[src/rtl/ram_port_arbiter.sv]
// ram_port_arbiter
//   Two-client arbiter/sequencer in front of a single-port RAM (registered
//   address, combinational q from the registered address). Each client issues
//   single-beat read or write commands over req/gnt; commands are serialised
//   onto the one RAM port.
//
//   Ports
//     clk, rst_n                 clock, async active-low reset
//     req_x, we_x, addr_x,
//     wdata_x   (x = a, b)       client command
//     gnt_x                      one-cycle grant pulse (registered)
//     rvalid_x, rdata_x          one-cycle read-valid pulse, registered data
//     ram_en, ram_addr, ram_data RAM write enable / address / write data
//     ram_q                      RAM read data
//     busy                       high whenever the FSM is not IDLE
//
//   Build option
//     RAM_ARB_RR_EN  defined   -> round-robin on ties (last grant = B after reset)
//                    undefined -> fixed priority, A over B
module ram_port_arbiter #(
  parameter int AW = 6,
  parameter int DW = 8
) (
  input  logic          clk,
  input  logic          rst_n,
  input  logic          req_a,
  input  logic          we_a,
  input  logic [AW-1:0] addr_a,
  input  logic [DW-1:0] wdata_a,
  input  logic          req_b,
  input  logic          we_b,
  input  logic [AW-1:0] addr_b,
  input  logic [DW-1:0] wdata_b,
  output logic          gnt_a,
  output logic          gnt_b,
  output logic          rvalid_a,
  output logic          rvalid_b,
  output logic [DW-1:0] rdata_a,
  output logic [DW-1:0] rdata_b,
  output logic          ram_en,
  output logic [AW-1:0] ram_addr,
  output logic [DW-1:0] ram_data,
  input  logic [DW-1:0] ram_q,
  output logic          busy
);

  localparam logic [1:0] IDLE    = 2'd0;
  localparam logic [1:0] WR      = 2'd1;
  localparam logic [1:0] RD_ADDR = 2'd2;
  localparam logic [1:0] RD_DATA = 2'd3;

  logic [1:0]    state;
  logic          cmd_sel;   // 0 = client A owns the command in flight, 1 = B
  logic [AW-1:0] cmd_addr;
  logic [DW-1:0] cmd_wdata;
  logic          take;      // a command is accepted at this edge
  logic          pick_b;    // arbitration result, valid when take = 1
  logic          win_we;

  assign take = (state == IDLE) && (req_a || req_b);

`ifdef RAM_ARB_RR_EN
  logic last_b;  // 1 = B was granted most recently

  // On a tie the client not granted last wins.
  assign pick_b = req_b && (!req_a || !last_b);

  always_ff @(posedge clk or negedge rst_n) begin
    if (!rst_n)    last_b <= 1'b1;
    else if (take) last_b <= pick_b;
  end
`else
  assign pick_b = req_b && !req_a;
`endif

  assign win_we = pick_b ? we_b : we_a;

  // The command direction is carried by the next state, so no separate
  // we register is kept.
  always_ff @(posedge clk or negedge rst_n) begin
    if (!rst_n) begin
      state     <= IDLE;
      cmd_sel   <= 1'b0;
      cmd_addr  <= '0;
      cmd_wdata <= '0;
      gnt_a     <= 1'b0;
      gnt_b     <= 1'b0;
      rvalid_a  <= 1'b0;
      rvalid_b  <= 1'b0;
      rdata_a   <= '0;
      rdata_b   <= '0;
    end else begin
      gnt_a    <= take && !pick_b;
      gnt_b    <= take && pick_b;
      rvalid_a <= (state == RD_DATA) && !cmd_sel;
      rvalid_b <= (state == RD_DATA) && cmd_sel;
      if (state == RD_DATA) begin
        if (cmd_sel) rdata_b <= ram_q;
        else         rdata_a <= ram_q;
      end
      case (state)
        IDLE: begin
          if (take) begin
            cmd_sel   <= pick_b;
            cmd_addr  <= pick_b ? addr_b  : addr_a;
            cmd_wdata <= pick_b ? wdata_b : wdata_a;
            state     <= win_we ? WR : RD_ADDR;
          end
        end
        WR:      state <= IDLE;
        RD_ADDR: state <= RD_DATA;
        RD_DATA: state <= IDLE;
        default: state <= IDLE;
      endcase
    end
  end

  // Combinational from state so an async reset drops the write enable at once.
  assign ram_en   = (state == WR);
  assign ram_addr = cmd_addr;
  assign ram_data = cmd_wdata;
  assign busy     = (state != IDLE);

endmodule
[config.mk]
export PLATFORM = sky130hd
export DESIGN_NAME = ram_port_arbiter
export DESIGN_NICKNAME = d
export VERILOG_FILES = /design/src/rtl/ram_port_arbiter.sv
export SDC_FILE = /design/constraint.sdc
export NUM_CORES = 1
export LEC_CHECK = 0
export ABC_CLOCK_PERIOD_IN_PS = 1100
export CAP_MARGIN = 20
export CELL_PAD_IN_SITES_DETAIL_PLACEMENT = 0
export CELL_PAD_IN_SITES_GLOBAL_PLACEMENT = 1
export CORE_MARGIN = 10
export CORE_UTILIZATION = 29
export CTS_BUF_LIST = sky130_fd_sc_hd__clkbuf_8
export DETAILED_ROUTE_END_ITERATION = 10
export PLACE_DENSITY_LB_ADDON = 0.1
export SYNTH_ARGS = -nofsm -noshare
export SYNTH_HDL_FRONTEND = slang
export SYNTH_SLANG_ARGS = --single-unit
[constraint.sdc]
create_clock -name clk -period 1.1 [get_ports clk]
set_clock_uncertainty 0.05 [all_clocks]
set_input_delay 0.22 -clock clk [delete_from_list [all_inputs] [get_ports clk]]
set_output_delay 0.22 -clock clk [all_outputs]
set_load 0.05 [all_outputs]
Word level (Yosys, flattened, before mapping)
Index checks and enable logic that the tools add are counted.
{ "totals": {"output_inout_bits": 36, "in_bits": 42, "word_cells": 37, "regBits": 37} }
{ "classes": {"n_reduce_logical": 16, "n_mux": 6, "bitwise": 1, "eq_ne": 4} }
{ "ops": {"columns": ["op", "count"], "rows": [
  ["2-to-1 mux 8 bit", 1],
  ["logical AND 1 bit", 6],
  ["2-to-1 mux 6 bit", 1],
  ["one-hot mux 2 bit (3 select lines)", 1],
  ["AND reduction 2 bit", 3],
  ["== test 2 bit (second input constant)", 2],
  ["2-to-1 mux 2 bit", 2],
  ["logical NOT 1 bit", 3],
  ["== test 2 x 1 -> 1 bit (second input constant)", 1],
  ["logical NOT 2 bit", 1],
  ["!= test 2 bit (second input constant)", 1],
  ["nonzero test 2 bit", 1],
  ["OR reduction 2 bit", 1],
  ["logical OR 1 bit", 1],
  ["2-to-1 mux 1 bit", 1],
  ["inverter 1 bit", 1]
]} }

Logic depth before layout (Yosys ltp)
Gate-level depths: netlist of run 1.
{ "depth": {"depth_word": 6, "mapped_depth": 6, "mapped_depth_nobuf": 4} }

Least setup slack after synthesis of run 1
OpenSTA, ideal clock, no wires.
{ "synth_timing": {"path_type": "register to register", "startpoint": "register state[1]", "endpoint": "register cmd_addr[1], in the netlist ram_addr[1]", "setup_slack_ns": -0.203, "t_arrival_ns": 1.120, "period_less_slack_ns": 1.303, "setup_time_ns": 0.133, "required_time_ns": 0.917, "stages_incl_launch_ff": 7, "n_path_buf": 2, "path_cell_list": "dfrtp_1 -> buf_6 -> nor2_8 -> inv_6 -> buf_6 -> a22oi_1 -> o21ai_0"} }
{ "synth_via": {"elab_chain_cells": 3} }
{ "synth_lines": {"columns": ["item", "line", "rtl"], "rows": [
  ["start: declaration", "52", "logic [1:0] state;"],
  ["start signal: assignment", "107", "state <= win_we ? WR : RD_ADDR;"],
  ["logical NOT 2 bit (*)", "60, 101", null],
  ["logical AND 1 bit", "60", "assign take = (state == IDLE) && (req_a || req_b);"],
  ["AND reduction 2 bit (no source line) (*)", null, null],
  ["end signal: assignment", "105", "cmd_addr <= pick_b ? addr_b : addr_a;"],
  ["end: declaration", "54", "logic [AW-1:0] cmd_addr;"]
]} }
Every way passes the cells marked *; elsewhere a longest branch is shown, timed or not.
A chain may end at the register's enable or synchronous reset.

Worst setup path in the final report of run 1
{ "layout_timing": {"startpoint": "register state[1]", "endpoint": "output ram_en"} }
{ "layout_via": {"elab_chain_cells": 1} }
{ "layout_lines": {"columns": ["item", "line", "rtl"], "rows": [
  ["== test 2 x 1 -> 1 bit", "119", "assign ram_en = (state == WR);"],
  ["end: declaration", "40", "output logic ram_en,"]
]} }
Every way passes these cells.

==> results of run 1 <==
## cells by family after synthesis
| logic type | Yosys count | share of synthesized area (%) |
|---|---|---|
| buffers and inverters | 14 | 7.263 |
| flip-flops | 37 | 54.29 |
| AO/OA/AOI/OAI | 47 | 16.87 |
| AND/OR/NAND/NOR | 24 | 11.01 |
| multiplexers | 16 | 10.56 |
## critical path, delay by kind of cell (launching register included)
family        cells  cell delay, ns
buf+inv           1            0.14
flops             1            0.46
simple gates      1            0.26
## cell usage in the layout (no fill, tap or decap), drive strengths merged
cell type,instances
bufbuf,1
a21oi,5
o21ai,14
nor3b,1
mux2,16
inv,4
nor2b,11
nand2,1
a22oi,14
clkinvlp,1
dlygate4sd3,1
nand3b,3
a31oi,14
nor2,3
buf,70
dlygate4sd2,2
or3b,1
bufinv,1
and2b,4
dfrtp,37
clkbuf,6
nand3,1
clkdlybuf4s50,38
## worst paths after layout
| check | startpoint | end | slack, ns | cells past startpoint |
|---|---|---|---|---|
| worst max-delay path | state[1]$_DFFE_PN0P_ | ram_en | -0.31 | 2 |
| worst max register to register | state[0]$_DFFE_PN0P_ | rdata_b[5]$_DFFE_PN0P_ | -0.27 | 4 |
| worst min-delay path | rst_n | ram_addr[5]$_DFFE_PN0P_ | 0.37 | 3 |
| worst min register to register | rdata_a[5]$_DFFE_PN0P_ | rdata_a[5]$_DFFE_PN0P_ | 0.53 | 1 |
| min in group clk | req_a | state[0]$_DFFE_PN0P_ | 0.43 | 4 |
| max in group asynchronous | rst_n | state[1]$_DFFE_PN0P_ | 0.41 | 3 |
## metal layers
layer	up-vias	wire (um)
met5	-	0
met4	0	74
met2	56	2852
met1	739	2322
li1	724	-
met3	9	390
## where the power goes
part | switching (mW) | total (mW) | internal, mW
Combinational | 3.88 | 8.10 | 4.21
Clock | 0.493 | 1.23 | 0.737
Sequential | 0.766 | 2.80 | 2.04
Total | 5.14 | 12.1 | 6.99
## cells in the mapped netlist
library cell	count
sky130_fd_sc_hd__dfrtp_1	37
sky130_fd_sc_hd__mux2_2	16
sky130_fd_sc_hd__a22oi_1	14
sky130_fd_sc_hd__a31oi_1	14
sky130_fd_sc_hd__nor2b_1	11
sky130_fd_sc_hd__o21ai_0	9
sky130_fd_sc_hd__buf_6	6
sky130_fd_sc_hd__a21oi_1	5
sky130_fd_sc_hd__o21ai_1	5
sky130_fd_sc_hd__and2b_1	3
sky130_fd_sc_hd__inv_1	3
sky130_fd_sc_hd__nor2_1	2
sky130_fd_sc_hd__and2b_2	1
sky130_fd_sc_hd__buf_2	1
sky130_fd_sc_hd__buf_4	1
sky130_fd_sc_hd__clkbuf_8	1
sky130_fd_sc_hd__clkdlybuf4s15_1	1
sky130_fd_sc_hd__inv_6	1
sky130_fd_sc_hd__nand2_1	1
sky130_fd_sc_hd__nand3_2	1
sky130_fd_sc_hd__nand3b_1	1
sky130_fd_sc_hd__nand3b_2	1
sky130_fd_sc_hd__nor2_8	1
sky130_fd_sc_hd__nor3b_4	1
sky130_fd_sc_hd__or3b_1	1
## flip-flops by register name, summed over array words and instances (netlist names)
| signal | flops |
|---|---|
| gnt_b | 1 |
| rvalid_b | 1 |
| ram_addr | 6 |
| state | 2 |
| rdata_b | 8 |
| gnt_a | 1 |
| rvalid_a | 1 |
| rdata_a | 8 |
| ram_data | 8 |
| cmd_sel | 1 |
## repair_timing
item,4_1_cts,5_1_grt
setup endpoints to repair,71,71
hold buffers,1,0
cloned,3,0
buffers inserted,18,1
pin swaps,3,2
hold endpoints to repair,37,0
gates resized for setup,14,7
## final cells by class
| cell class | instances | area (um^2) |
|---|---|---|
| Clock buffer | 6 | 82.58 |
| Timing Repair Buffer | 112 | 1479 |
| Multi-Input combinational cell | 88 | 745.7 |
| Fill cell | 477 | 2222 |
| Inverter | 4 | 22.52 |
| Tap cell | 72 | 90.09 |
| Sequential cell | 37 | 928.4 |
| Clock inverter | 2 | 37.54 |
==> PnR_summary.wiki, run 1 <==
{| class="wikitable"
! Metric !! Value
|-
| Outcome || finished with violations
|-
| Violated checks || setup timing
|-
| Final design utilization || 60.37%
|-
| Post-synthesis sequential element count || 37
|-
| Min-delay worst type || in -> async
|-
| Time the worst path needs with I/O delays and setup || 1.414 ns
|-
| First-pass GRT wire length || around 9400 um
|-
| Most area-hungry cell type in the Yosys netlist || sky130_fd_sc_hd__dfrtp_1
|-
| Max cap viols || 0
|-
| Delay of the slowest cell on the worst path || 0.46 ns
|-
| Worst-Skew Late Latency || 0.29 ns
|-
| Netlist area before placement || 1705 um^2
|-
| Worst slew pin tran || between 0.2 and 0.25 ns
|-
| Synthesis-to-finish area growth || 98.53%
|-
| Clock Pin Slew Worst Setup and Hold Paths || 0.08 ns
|-
| Num ports || 78
|-
| Maximum number of pins on one net before global-route repair || 38
|-
| Synthesized netlist cell count || 138
|-
| Syn Nets || 180
|-
| Number of buffers created by CTS || 5
|-
| Most heavily used metal layer in global routing || met2
|-
| Worst slack, placed || -0.4456 ns
|-
| Total power density per cell area || around 3600 nW/um^2
|-
| Post-detailed-route count of antenna-violating nets || 0
|-
| Worst setup slack after layout || -0.3143 ns
|-
| Initial Utilization || 30.41%
|-
| Final-report hold violation count || 0
|-
| Number of warnings issued by yosys || 0
|-
| First-pass detailed-route iteration total || 4
|-
| Crit start category || register
|-
| Mean Syn Cell Area || 12.36 um^2
|-
| Global-route track usage on met1 || approximately 14%
|-
| Tcrit/Tclk final || 128.6%
|-
| Number of port buffers || 77
|-
| Maximum operating frequency || 707.0 MHz
|-
| Highest ir drop seen on vdd || 1.517 mV
|-
| Arrival time worst endpoint || between 1 and 1.5 ns
|-
| Number of vias per cell || 4.760
|-
| HPWL reported at the end of detailed placement || 3903 um
|-
| Diodes inserted || 0
|-
| Sequence of cells on the critical path || and2b_2 -> buf_12
|-
| Cell row count || 27
|-
| Type of element capturing the critical path || output pin
|-
| Post-layout total power || 12.13 mW
|-
| Cell types occupying the most area after synthesis || sky130_fd_sc_hd__dfrtp_1, sky130_fd_sc_hd__mux2_2, sky130_fd_sc_hd__a22oi_1
|-
| Root buffer cell || sky130_fd_sc_hd__clkbuf_8
|-
| Worst slew margin || a little under nine tenths
|-
| GR Overflow Total || 0
|-
| Master of the slowest instance on the critical path || sky130_fd_sc_hd__dfrtp_2
|-
| Proportion of netlist area held by the largest area contributor || 54.29%
|-
| Met3 Use GR || just under 5%
|-
| Seq/Total Area, Yosys || 54.29%
|-
| H-tree levels || 2
|-
| Total wire length after detailed routing || 5639 um
|-
| Sum of negative setup slack || -7.908 ns
|-
| Post-route non-filler standard cell count || approximately 320
|-
| Die X || 96.69 um
|-
| Number of global-route vias before repair || 1,727
|-
| Crit-path max FO || 4
|-
| # setup viols final || 68
|-
| Final GP Congestion || between 0.7 and 0.8
|-
| Total placed instance area || between 3000 and 4000 um^2
|-
| Post-synth cell types || 25
|-
| Core box area || 5608 um^2
|-
| DRC violation total after the first TritonRoute iteration || 32
|-
| Data required time at the worst endpoint || 0.83 ns
|-
| Setup repair after global routing missed its margin || yes
|-
| Total number of vias || 1,528
|-
| Placed cells || 290
|-
| Clock Sinks || 37
|-
| Overall Global Routing Usage || 12.25%
|-
| Static leakage power || about 1.5 nW
|-
| Slew Limit Fails || 0
|-
| Post-route cell area || approximately 3400 um^2
|-
| Final routed wire length divided by cell count || 17.57 um
|-
| Worst Setup Path Type || reg -> out
|-
| CTS tree || yes
|-
| Fraction of final layout cells with drive strength greater than 1 || 47.39%
|-
| Worst hold slack across all endpoints || between 0.3 and 0.4 ns
|-
| Antenna violations before repair || 0
|-
| Layout net count || 290
|-
| Met2 Use GR || 20.55%
|-
| DRC violations left || 0
|-
| Max clock buf depth || 2
|-
| Area of the die || 9348 um^2
|-
| Height of the chip || 96.69 um
|}
Power figures use the tool's default switching activity.
==> inputs of run 2 (changes only) <==
--- a/config.mk
+++ b/config.mk
@@ -5,7 +5,6 @@
 export SDC_FILE = /design/constraint.sdc
 export NUM_CORES = 1
 export LEC_CHECK = 0
-export ABC_CLOCK_PERIOD_IN_PS = 1100
 export CAP_MARGIN = 20
 export CELL_PAD_IN_SITES_DETAIL_PLACEMENT = 0
 export CELL_PAD_IN_SITES_GLOBAL_PLACEMENT = 1
==> results of run 2 <==
Final layout, timing and power as in run 1 (identical DEF).
==> inputs of run 3 (changes only) <==
--- a/config.mk
+++ b/config.mk
@@ -8,9 +8,11 @@
 export CAP_MARGIN = 20
 export CELL_PAD_IN_SITES_DETAIL_PLACEMENT = 0
 export CELL_PAD_IN_SITES_GLOBAL_PLACEMENT = 1
+export CORE_ASPECT_RATIO = 1.25
 export CORE_MARGIN = 10
 export CORE_UTILIZATION = 29
 export CTS_BUF_LIST = sky130_fd_sc_hd__clkbuf_8
+export CTS_CLUSTER_DIAMETER = 30
 export DETAILED_ROUTE_END_ITERATION = 10
 export PLACE_DENSITY_LB_ADDON = 0.1
 export SYNTH_ARGS = -nofsm -noshare
==> PnR_summary.wiki, run 3 (same netlist as run 1, synthesis figures left out) <==
{| class="wikitable"
! Metric !! Value
|-
| Number of buffers created by CTS || 5
|-
| CP bufs+invs || 2
|-
| Layout net count || just under 300
|-
| Number of global-route vias before repair || 1,852
|-
| Overall Global Routing Usage || roughly an eighth
|-
| Final-report hold violation count || 0
|-
| Total power density per cell area || 3541 nW/um^2
|-
| Startpoint of the worst register-to-register path || state[0]$_DFFE_PN0P_
|-
| Max cap viols || 0
|-
| Wire length the detailed router placed on met1 || 2056 um
|-
| Total wire length after detailed routing || 5987 um
|-
| Synthesis-to-finish area growth || 99.34%
|-
| Core box area || around 5700 um^2
|-
| Cell row count || 31
|-
| Root buffer cell || sky130_fd_sc_hd__clkbuf_8
|-
| Setup repair after global routing missed its margin || yes
|-
| Switching power || between 5 and 6 mW
|-
| Post-detailed-route count of antenna-violating nets || 0
|-
| Worst Setup Path Type || reg -> out
|-
| Max clock buf depth || 2
|-
| Arrival time worst endpoint || 1.23 ns
|-
| Area of the die || between 9000 and 10,000 um^2
|-
| Worst R2R End || rdata_b[6]$_DFFE_PN0P_
|-
| First-pass GRT wire length || 9763 um
|-
| Sum of met3 wire segment lengths after detailed routing || 611 um
|-
| Highest metal used || met4
|-
| Total internal power || 6.811 mW
|-
| Num ports || a little under 80
|-
| H-tree levels || 2
|-
| Post-layout total power || 12.04 mW
|-
| Total placed instance area || 3005 um^2
|-
| Time the worst path needs with I/O delays and setup || 1.503 ns
|-
| CTS tree || yes
|-
| Height of the chip || 105.7 um
|-
| Crit-path max FO || 3
|-
| Final routed wire length divided by cell count || between 15 and 20 um
|-
| Data required time at the worst endpoint || between 0.8 and 0.9 ns
|-
| Crit start category || register
|-
| Fraction of power consumed by sequential logic || 23.2%
|-
| Die X || 88.59 um
|-
| Min-delay worst type || in -> async
|-
| Worst slew pin tran || about 0.23 ns
|-
| First-pass detailed-route iteration total || 4
|-
| Startpoint of the worst setup timing path || state[0]$_DFFE_PN0P_
|-
| Slew Limit Fails || 0
|-
| Sequence of cells on the critical path || buf_6 -> and2b_2 -> buf_12
|-
| Worst reg2reg setup slack || -0.29 ns
|-
| Tcrit/Tclk final || 136.7%
|-
| Fraction of final layout cells with drive strength greater than 1 || 48.44%
|-
| Delay of the slowest cell on the worst path || 0.47 ns
|-
| Routed wl met2 || 3257 um
|-
| Static leakage power || 1.505 nW
|-
| Highest ir drop seen on vdd || 1.928 mV
|-
| Most frequent cells in the layout || sky130_fd_sc_hd__buf_12, sky130_fd_sc_hd__clkdlybuf4s50_1, sky130_fd_sc_hd__dfrtp_1
|-
| Total number of vias || 1,580
|-
| Maximum operating frequency || ~670 MHz
|-
| Switching power as a share of total power || 43.41%
|-
| Worst slack, placed || -0.4254 ns
|-
| # setup viols final || 70
|-
| Number of port buffers || 77
|-
| FF-to-FF path depth || 4
|-
| CP delay by family, top || flip-flops
|-
| Maximum number of pins on one net before global-route repair || 38
|-
| Combinational cell fraction of total power || 68.9%
|-
| DRC violations left || 0
|-
| Worst slew margin || 84.72%
|-
| Violated checks || setup timing
|-
| Most common cell after layout, fill and taps aside || sky130_fd_sc_hd__buf_12
|-
| Post-route cell area || 3400 um^2
|-
| Power share of the clock group || 7.8%
|-
| DRC violation total after the first TritonRoute iteration || 59
|-
| Worst setup slack after layout || -0.4032 ns
|-
| Final GP Congestion || 0.7945
|-
| Initial Utilization || 29.71%
|-
| Outcome || finished with violations
|-
| Sum of negative setup slack || -8.681 ns
|-
| HPWL reported at the end of detailed placement || 4136 um
|-
| GR Overflow Total || 0
|-
| Clock Sinks || 37
|-
| Antenna violations before repair || 0
|-
| Number of vias per cell || 4.907
|-
| Type of element capturing the critical path || output pin
|-
| Worst-Skew Late Latency || 0.28 ns
|-
| Clock Pin Slew Worst Setup and Hold Paths || 0.08 ns
|-
| Master of the slowest instance on the critical path || sky130_fd_sc_hd__dfrtp_2
|-
| Diodes inserted || 0
|}
run 3: changes by cell type in the layout (fill, tap and decap cells not counted), sizes merged:
cell / before / now
buf: 70 / 77
bufinv: 1 / 0
clkbuf: 6 / 5
clkinv: 0 / 3
inv: 4 / 3
run 3: worst max path at each step:
| stage | end | slack [ns] | depth (start not counted) |
|---|---|---|---|
| 3_3_place_gp | state[1]$_DFFE_PN0P_ | -0.39 | 4 |
| 5_1_grt | ram_en | -0.45 | 3 |
| 6_report | ram_en | -0.40 | 3 |
| 3_5_place_dp | state[1]$_DFFE_PN0P_ | -0.43 | 4 |
| 2_1_floorplan | ram_addr[0]$_DFFE_PN0P_ | -0.16 | 6 |
| 4_1_cts | ram_en | -0.42 | 3 |
run 3: stage by stage:
| step | hold slack [ns] | cells | util (%) |
|---|---|---|---|
| after floorplan | -0.1256 | 138 | - |
| after global placement | 0.1504 | 286 | 52.35 |
| after detailed placement | 0.1540 | 286 | 52.35 |
| after CTS | 0.3855 | 316 | 57.96 |
| after global routing | 0.4148 | 322 | 59.22 |
| final | 0.3865 | 322 | 59.22 |
run 3: final cells by class:
| class | count | area, um^2 |
|---|---|---|
| fill | 484 | 2341 |
| timing repair buffer | 119 | 1519 |
| sequential | 37 | 928.4 |
| multi-input combinational | 88 | 755.7 |
| tap | 66 | 82.58 |
| clock buffer | 5 | 68.82 |
| inverter | 4 | 27.53 |
| clock inverter | 3 | 17.52 |
run 3: power by group through the flow:
stage                     combinational [mW]  sequential (mW)  clock [mW]
final                                   8.30             2.80       0.943
after global routing                    8.73             2.89        1.06
after detailed placement                7.28             2.92           0
after floorplan                         1.98             4.54           0
after global placement                  7.20             2.87           0
after CTS                               8.10             2.79       0.982
run 3: worst register-to-register path, stage by stage, from the launching register on:
cell                      delay [ns]
sky130_fd_sc_hd__dfrtp_2        0.47
sky130_fd_sc_hd__buf_4          0.19
sky130_fd_sc_hd__nand3_2        0.08
sky130_fd_sc_hd__buf_6          0.15
sky130_fd_sc_hd__mux2_2         0.35
run 3: layer usage:
layer / up-vias / track usage [%]
met5: - / 0
met4: 0 / 3.356
met3: 4 / 6.471
met2: 64 / 23.64
met1: 776 / 13.35
li1: 736 / -
run 3: what timing repair did:
item                       4_1_cts  5_1_grt
setup endpoints to repair       71       71
hold endpoints to repair        37        0
resized for setup               12        9
cloned                           2        0
pin swaps                        3        2
hold buffers                     1        0
buffers inserted                19        7
